===== src/rtl/stepper_cmd_pkg.sv =====
// Shared opcodes and readback constants for the stepper command engine.
package stepper_cmd_pkg;
  localparam logic [2:0] OP_SEL  = 3'd0;
  localparam logic [2:0] OP_DIR  = 3'd1;
  localparam logic [2:0] OP_DIV  = 3'd2;
  localparam logic [2:0] OP_ENA  = 3'd3;
  localparam logic [2:0] OP_RDH  = 3'd4;
  localparam logic [2:0] OP_CNT  = 3'd5;
  localparam logic [2:0] OP_STAT = 3'd6;
  localparam logic [2:0] OP_RSV  = 3'd7;

  localparam logic [15:0] TX_OK  = 16'h4F4B;
  localparam logic [15:0] TX_ERR = 16'hEEEE;

  localparam int CNT_W = 13;
endpackage


===== src/rtl/stepper_channel.sv =====
// One stepper channel: phase divider, 50% step toggle, signed position tracking.
// STEPPER_STEP_COUNT_EN adds a remaining-step counter that stops after the last full pulse.
module stepper_channel
  import stepper_cmd_pkg::*;
#(
  parameter int DIV_W = 13,
  parameter int POS_W = 32
) (
  input  logic             CLK,
  input  logic             reset,
  input  logic [DIV_W-1:0] divider,
  input  logic             dir,
  input  logic             ena_wr,
  input  logic             ena_val,
  input  logic             zero,
  input  logic             cnt_ld,
  input  logic [CNT_W-1:0] cnt_val,
  output logic             step,
  output logic [POS_W-1:0] pos,
  output logic             running
);
  logic [DIV_W-1:0] phase;
  logic             run_nxt, toggle, rise;

  assign toggle = running && (phase >= divider);
  assign rise   = toggle && !step && run_nxt;

`ifdef STEPPER_STEP_COUNT_EN
  logic [CNT_W-1:0] rem, rem_nxt;
  logic             stop, stop_nxt;

  // stop marks that the final rising edge happened; the run ends on the next falling toggle
  always_comb begin
    run_nxt  = running;
    rem_nxt  = rem;
    stop_nxt = stop;
    if (ena_wr) begin
      run_nxt  = ena_val;
      rem_nxt  = '0;
      stop_nxt = 1'b0;
    end else if (cnt_ld) begin
      rem_nxt  = cnt_val;
      stop_nxt = 1'b0;
      if (cnt_val != '0) run_nxt = 1'b1;
    end else if (running && toggle) begin
      if (!step && rem != '0) begin
        rem_nxt = rem - 1'b1;
        if (rem == CNT_W'(1)) stop_nxt = 1'b1;
      end
      if (step && stop) begin
        run_nxt  = 1'b0;
        stop_nxt = 1'b0;
      end
    end
  end

  always_ff @(posedge CLK) begin
    if (reset) begin
      rem  <= '0;
      stop <= 1'b0;
    end else begin
      rem  <= rem_nxt;
      stop <= stop_nxt;
    end
  end
`else
  logic unused_cnt;
  assign unused_cnt = ^{cnt_ld, cnt_val};
  assign run_nxt    = ena_wr ? ena_val : running;
`endif

  always_ff @(posedge CLK) begin
    if (reset) begin
      phase   <= '0;
      step    <= 1'b0;
      pos     <= '0;
      running <= 1'b0;
    end else begin
      running <= run_nxt;
      if (!run_nxt) begin
        phase <= '0;
        step  <= 1'b0;
      end else if (toggle) begin
        phase <= '0;
        step  <= ~step;
      end else if (running) begin
        phase <= phase + 1'b1;
      end
      // zeroing beats a coincident rising edge
      if (zero)      pos <= '0;
      else if (rise) pos <= dir ? pos + 1'b1 : pos - 1'b1;
    end
  end
endmodule


===== src/rtl/stepper_cmd_engine.sv =====
// SPI command decoder for NUM_CH stepper channels; returns a readback word for the next frame.
// Optional STEPPER_STEP_COUNT_EN enables opcode 5 (counted moves).
module stepper_cmd_engine
  import stepper_cmd_pkg::*;
#(
  parameter int NUM_CH = 10,
  parameter int DIV_W  = 13,
  parameter int POS_W  = 32
) (
  input  logic              CLK,
  input  logic              reset,
  input  logic              word_rcvd,
  input  logic [15:0]       word_data,
  output logic [15:0]       tx_word,
  output logic [NUM_CH-1:0] step,
  output logic [NUM_CH-1:0] dir,
  output logic [NUM_CH-1:0] ena,
  output logic              cmd_err
);
  logic                              rcvd_q, acc, sel_ok, err_nxt;
  logic [3:0]                        sel, sel_nxt, wsel;
  logic [15:0]                       tx_nxt;
  logic [NUM_CH-1:0]                 zero, ena_wr, cnt_ld, dir_wr, div_wr, dir_r;
  logic [NUM_CH-1:0][DIV_W-1:0]      div_r;
  logic [NUM_CH-1:0][POS_W-1:0]      pos;
  logic signed [POS_W-1:0]           pos_cur;
  logic signed [31:0]                pos_ext;

  // rcvd_q tracks the line even in reset, so a word held across reset is never taken
  assign acc     = word_rcvd && !rcvd_q && !reset;
  assign wsel    = word_data[3:0];
  assign sel_ok  = int'(wsel) < NUM_CH;
  assign pos_cur = pos[sel];
  assign pos_ext = 32'(pos_cur);

  always_comb begin
    sel_nxt = sel;
    tx_nxt  = tx_word;
    err_nxt = 1'b0;
    zero    = '0;
    ena_wr  = '0;
    cnt_ld  = '0;
    dir_wr  = '0;
    div_wr  = '0;
    if (acc) begin
      tx_nxt = TX_OK;
      unique case (word_data[15:13])
        OP_SEL: begin
          if (sel_ok) begin
            sel_nxt    = wsel;
            zero[wsel] = word_data[4];
            tx_nxt     = word_data[4] ? 16'h0000 : pos[wsel][15:0];
          end else begin
            err_nxt = 1'b1;
            tx_nxt  = TX_ERR;
          end
        end
        OP_DIR:  dir_wr[sel] = 1'b1;
        OP_DIV:  div_wr[sel] = 1'b1;
        OP_ENA:  ena_wr[sel] = 1'b1;
        OP_RDH:  tx_nxt = pos_ext[31:16];
`ifdef STEPPER_STEP_COUNT_EN
        OP_CNT:  cnt_ld[sel] = 1'b1;
`endif
        OP_STAT: tx_nxt = 16'(ena);
        default: begin
          err_nxt = 1'b1;
          tx_nxt  = TX_ERR;
        end
      endcase
    end
  end

  always_ff @(posedge CLK) begin
    rcvd_q <= word_rcvd;
    if (reset) begin
      sel     <= '0;
      tx_word <= 16'h0000;
      cmd_err <= 1'b0;
      dir_r   <= '0;
      div_r   <= '1;
    end else begin
      sel     <= sel_nxt;
      tx_word <= tx_nxt;
      cmd_err <= err_nxt;
      for (int i = 0; i < NUM_CH; i++) begin
        if (dir_wr[i]) dir_r[i] <= word_data[0];
        if (div_wr[i]) div_r[i] <= word_data[DIV_W-1:0];
      end
    end
  end

  assign dir = dir_r;

  for (genvar g = 0; g < NUM_CH; g++) begin : g_ch
    stepper_channel #(.DIV_W(DIV_W), .POS_W(POS_W)) u_ch (
      .CLK     (CLK),
      .reset   (reset),
      .divider (div_r[g]),
      .dir     (dir_r[g]),
      .ena_wr  (ena_wr[g]),
      .ena_val (word_data[0]),
      .zero    (zero[g]),
      .cnt_ld  (cnt_ld[g]),
      .cnt_val (word_data[CNT_W-1:0]),
      .step    (step[g]),
      .pos     (pos[g]),
      .running (ena[g])
    );
  end
endmodule

===== config.mk =====
export PLATFORM = sky130hd
export DESIGN_NAME = stepper_cmd_engine
export DESIGN_NICKNAME = d
export VERILOG_FILES = /design/src/rtl/stepper_cmd_pkg.sv /design/src/rtl/stepper_channel.sv /design/src/rtl/stepper_cmd_engine.sv
export SDC_FILE = /design/constraint.sdc
export NUM_CORES = 2
export LEC_CHECK = 0
export CAP_MARGIN = 5
export CORE_MARGIN = 10
export CORE_UTILIZATION = 50
export CTS_CLUSTER_DIAMETER = 50
export DETAILED_ROUTE_END_ITERATION = 8
export PLACE_DENSITY = 0.66
export SLEW_MARGIN = 5
export SYNTH_ARGS = -nofsm -noshare
export SYNTH_HDL_FRONTEND = slang
export SYNTH_SLANG_ARGS = --single-unit
export TNS_END_PERCENT = 30

===== constraint.sdc =====
create_clock -name CLK -period 8.67 [get_ports CLK]
set_input_delay 1.734 -clock CLK [delete_from_list [all_inputs] [get_ports CLK]]
set_output_delay 1.734 -clock CLK [all_outputs]
set_load 0.02 [all_outputs]

==> impl_metrics.ini <==
[outcome]
status = finished clean

[cts]
cts_tree = yes
clock-sinks = 632
h-tree-depth = 3
clockBufferDepth = 3
cts_resized = 0
numCtsBuffers = 94
insertion_delay_ns = 0.67
cts_setup_buffers = 0
cts-root-buf = clkbuf_16
hold_buffers = 0
clk_pin_slew_worst_paths_ns = 0.05

[synthesis]
synth.mux.area_fraction_pct = 7.25
synth-edff-count = 0
synthAdderAreaFrac_pct = 12.9
synth_compound_area_share_pct = 21.2
synth_cells = 5427
synthDistinctLibCells = 91
async_flop_share_pct = 0
synth.net_count = 5896
synth_area_um2 = 44400
synth_top_family_by_area = compound AO/OA/AOI/OAI gates
syn_area_per_cell_um2 = 8.18
synthSimpleGateAreaFrac_pct = 18.0
synth_seq_area_share_pct = 28.5
synthXorXnorAreaFrac_pct = 7.58
ys_seq_elements = 632
synthFlopType = dfxtp_1
yosysWarnings = 0

[setup_path]
rr_endpoint = g_ch[0].u_ch.pos[30]
crit_type = in2reg
rr_startpoint = dir[0]
critPathMaxFanout = 27
worstSetupStartpointType = input port
end_kind = register
required_ns = 9.22
cpMostUsedCell = nor3_1
crit_path_max_incr_delay_ns = 0.99
slowest_stage = nor3_1
crit_arrival_ns = 5.87
crit_chain = clkdlybuf4s50_1 -> nor3_1 -> nand2_1 -> nor3_1 -> a21o_1 -> or3_1 -> mux2i_1 -> a31o_2
reg2reg_slack_ns = 4.44
reg2reg_depth = 13

[sta]
worst_slack_ns = 3.35
final_max_slew_viol_count = 0
rsz0062_at_grt = false
worst_slew_pin_slew_ns = 1.44
layout_min_cycle_time_ns = 5.32
setup_viol = 0
hold_violations = 0
fmax_mhz = 188
fin_setup_tns_ns = 0
min_period_over_period_pct = 61.4
slew_headroom_pct = 3.20
clock_skew_ns = 0.0327

[drt]
drt-initial-drc-count = 3321
drt-pass1-iter-count = 6
viasPerCell = 5.96
detail_route.wl_per_cell_um = 19.8
vias = 39400
ant_nets = 0
drt_wl_total_um = 131000
drc = 0

[final_layout]
fin_area_um2 = 49300
multi_input_area_um2 = 29800
antenna_cells = 0
final_nets = 5843
area_delta_synth_final_pct = 10.9
seqCellArea_um2 = 12700
layout-drive-gt1-share_pct = 6.57
nFillCells = 8065
fin_util_pct = 55.8

[die]
num_rows = 109
die_area_um2 = 101000
start_util_pct = 50.3
die_h_um = 318
num_io_pins = 66
chipWidth_um = 318
core_um2 = 88200

[global_route]
grt_pass1_wl_um = 205000
antenna_found_initial = 2
grt-ovfl-total = 0
grt_max_degree = 87
first_global_vias = 36500
grt.total_usage_pct = 24.7

[pwr]
power_density_nw_per_um2 = 148
peakVddDrop_mv = 0.176
p_leak_nw = 22.2

[min_path]
hold-path-endpoint = div_r[116]
holdCritStartpoint = div_r[116]
hold_path_depth = 2
hp-class = reg2reg

[placed_design]
post-place-ws_ns = 2.86
dpl.hpwl_um = 95900
port_buffers = 65
routabilityCongestion = 0.942
post_dp_cell_area_um2 = 45800

[job]
cap_violations = 0
==> cells by family (layout without fill, tap and decap cells) <==
logic type,after synthesis,count (layout)
muxes,241,241
DFF,632,632
AOI/OAI and AO/OA,1455,1455
xor gates and xnor gates,384,384
adders and majority gates,450,450
buffers and inverters,497,523
and+or+nand+nor,1768,1768
==> sequential cells by signal, summed over array words and instances (netlist names) <==
name and flops:
g_ch.u_ch.step 10, tx_word 16, sel 4, div_r 130
cmd_err 1, rcvd_q 1, g_ch.u_ch.running 10, dir 10
g_ch.u_ch.phase 130, g_ch.u_ch.pos 320
==> stage by stage <==
step	power, mW	cells	hold WS (ns)
2_1_floorplan	3.08	5427	0.437
3_3_place_gp	3.16	6443	0.454
3_5_place_dp	3.16	6443	0.463
4_1_cts	7.35	6618	0.476
5_1_grt	7.48	6618	0.484
6_report	7.30	6618	0.476
==> layout make-up <==
type | count | share of cell area [%]
multi-input cells | 4298 | 60.5
flip-flops and latches | 632 | 25.7
clock buffers | 116 | 5.28
well taps | 1165 | 2.96
repair buffers | 120 | 2.14
inverters | 228 | 1.74
clock inverters | 59 | 1.71
==> worst max-delay path, delay by kind of cell <==
kind            cells  cell delay [ns]
compound gates      2             1.09
buf+inv             1             0.91
mux                 1             0.06
simple gates        4             2.06
==> report_power, final <==
part | total [mW] | leakage [nW] | internal [mW] | switching (mW)
sequential | 2.92 | 5.10 | 2.91 | 0.00728
combinational | 0.182 | 15.4 | 0.0460 | 0.136
clock | 4.20 | 1.66 | 2.66 | 1.54
total | 7.30 | 22.2 | 5.62 | 1.68
==> how the worst max path moves through the flow <==
| stage | slack [ns] | endpoint | cells after the start | start |
|---|---|---|---|---|
| 3_5_place_dp | 2.86 | g_ch[3].u_ch.pos[24] | 8 | word_data[14] |
| 3_3_place_gp | 2.91 | g_ch[3].u_ch.pos[24] | 8 | word_data[14] |
| 2_1_floorplan | 4.44 | g_ch[6].u_ch.pos[31] | 11 | reset |
| 4_1_cts | 3.54 | g_ch[3].u_ch.pos[24] | 8 | word_data[14] |
| 5_1_grt | 3.15 | g_ch[3].u_ch.pos[24] | 8 | word_data[14] |
| 6_report | 3.35 | g_ch[3].u_ch.pos[24] | 8 | word_data[14] |
==> cell usage after synthesis, drive strengths merged, types with 46 or more instances <==
cell type / n / area share (%)
nand2: 545 / 4.6
o211ai: 140 / 2.4
clkbuf: 179 / 1.5
a21oi: 461 / 5.2
ha: 440 / 12
nand4: 65 / 0.92
inv: 228 / 1.9
mux2i: 174 / 3.9
nor2b: 49 / 0.69
xnor2: 206 / 4.1
nand3: 145 / 1.6
xor2: 178 / 3.5
mux4: 64 / 3.2
o21ai: 222 / 2.5
a31oi: 56 / 0.79
nand2b: 46 / 0.65
dfxtp: 632 / 28
a211oi: 72 / 1.2
a21o: 192 / 3.2
nor2: 613 / 5.2
buf: 90 / 1.2
and3: 65 / 0.92
nor3: 93 / 1.1
==> layer usage <==
metal | vias up | part of all wire, % | global-route usage, %
li1 | 19500 | - | -
met1 | 18600 | 46 | 33.7
met2 | 1140 | 44 | 39.1
met3 | 208 | 6.4 | 3.58
met4 | 2 | 3.5 | 9.03
met5 | - | 0.0099 | 0
==> placed cells by master, fill, tap and decap left out, types with 56 or more instances in the layout <==
cell	instances
a21o_1	192
o21ai_0	213
xnor2_1	206
nand4_1	65
nand3_1	144
and3_1	64
clkbuf_16	97
nand2_1	545
inv_1	227
o211ai_1	140
a21oi_1	460
nor3_1	86
mux4_2	64
mux2i_1	173
ha_1	440
nor2_1	612
a211oi_1	70
xor2_1	178
clkdlybuf4s50_1	60
dfxtp_1	630
a31oi_1	56
(Power assumes the default switching activity.)
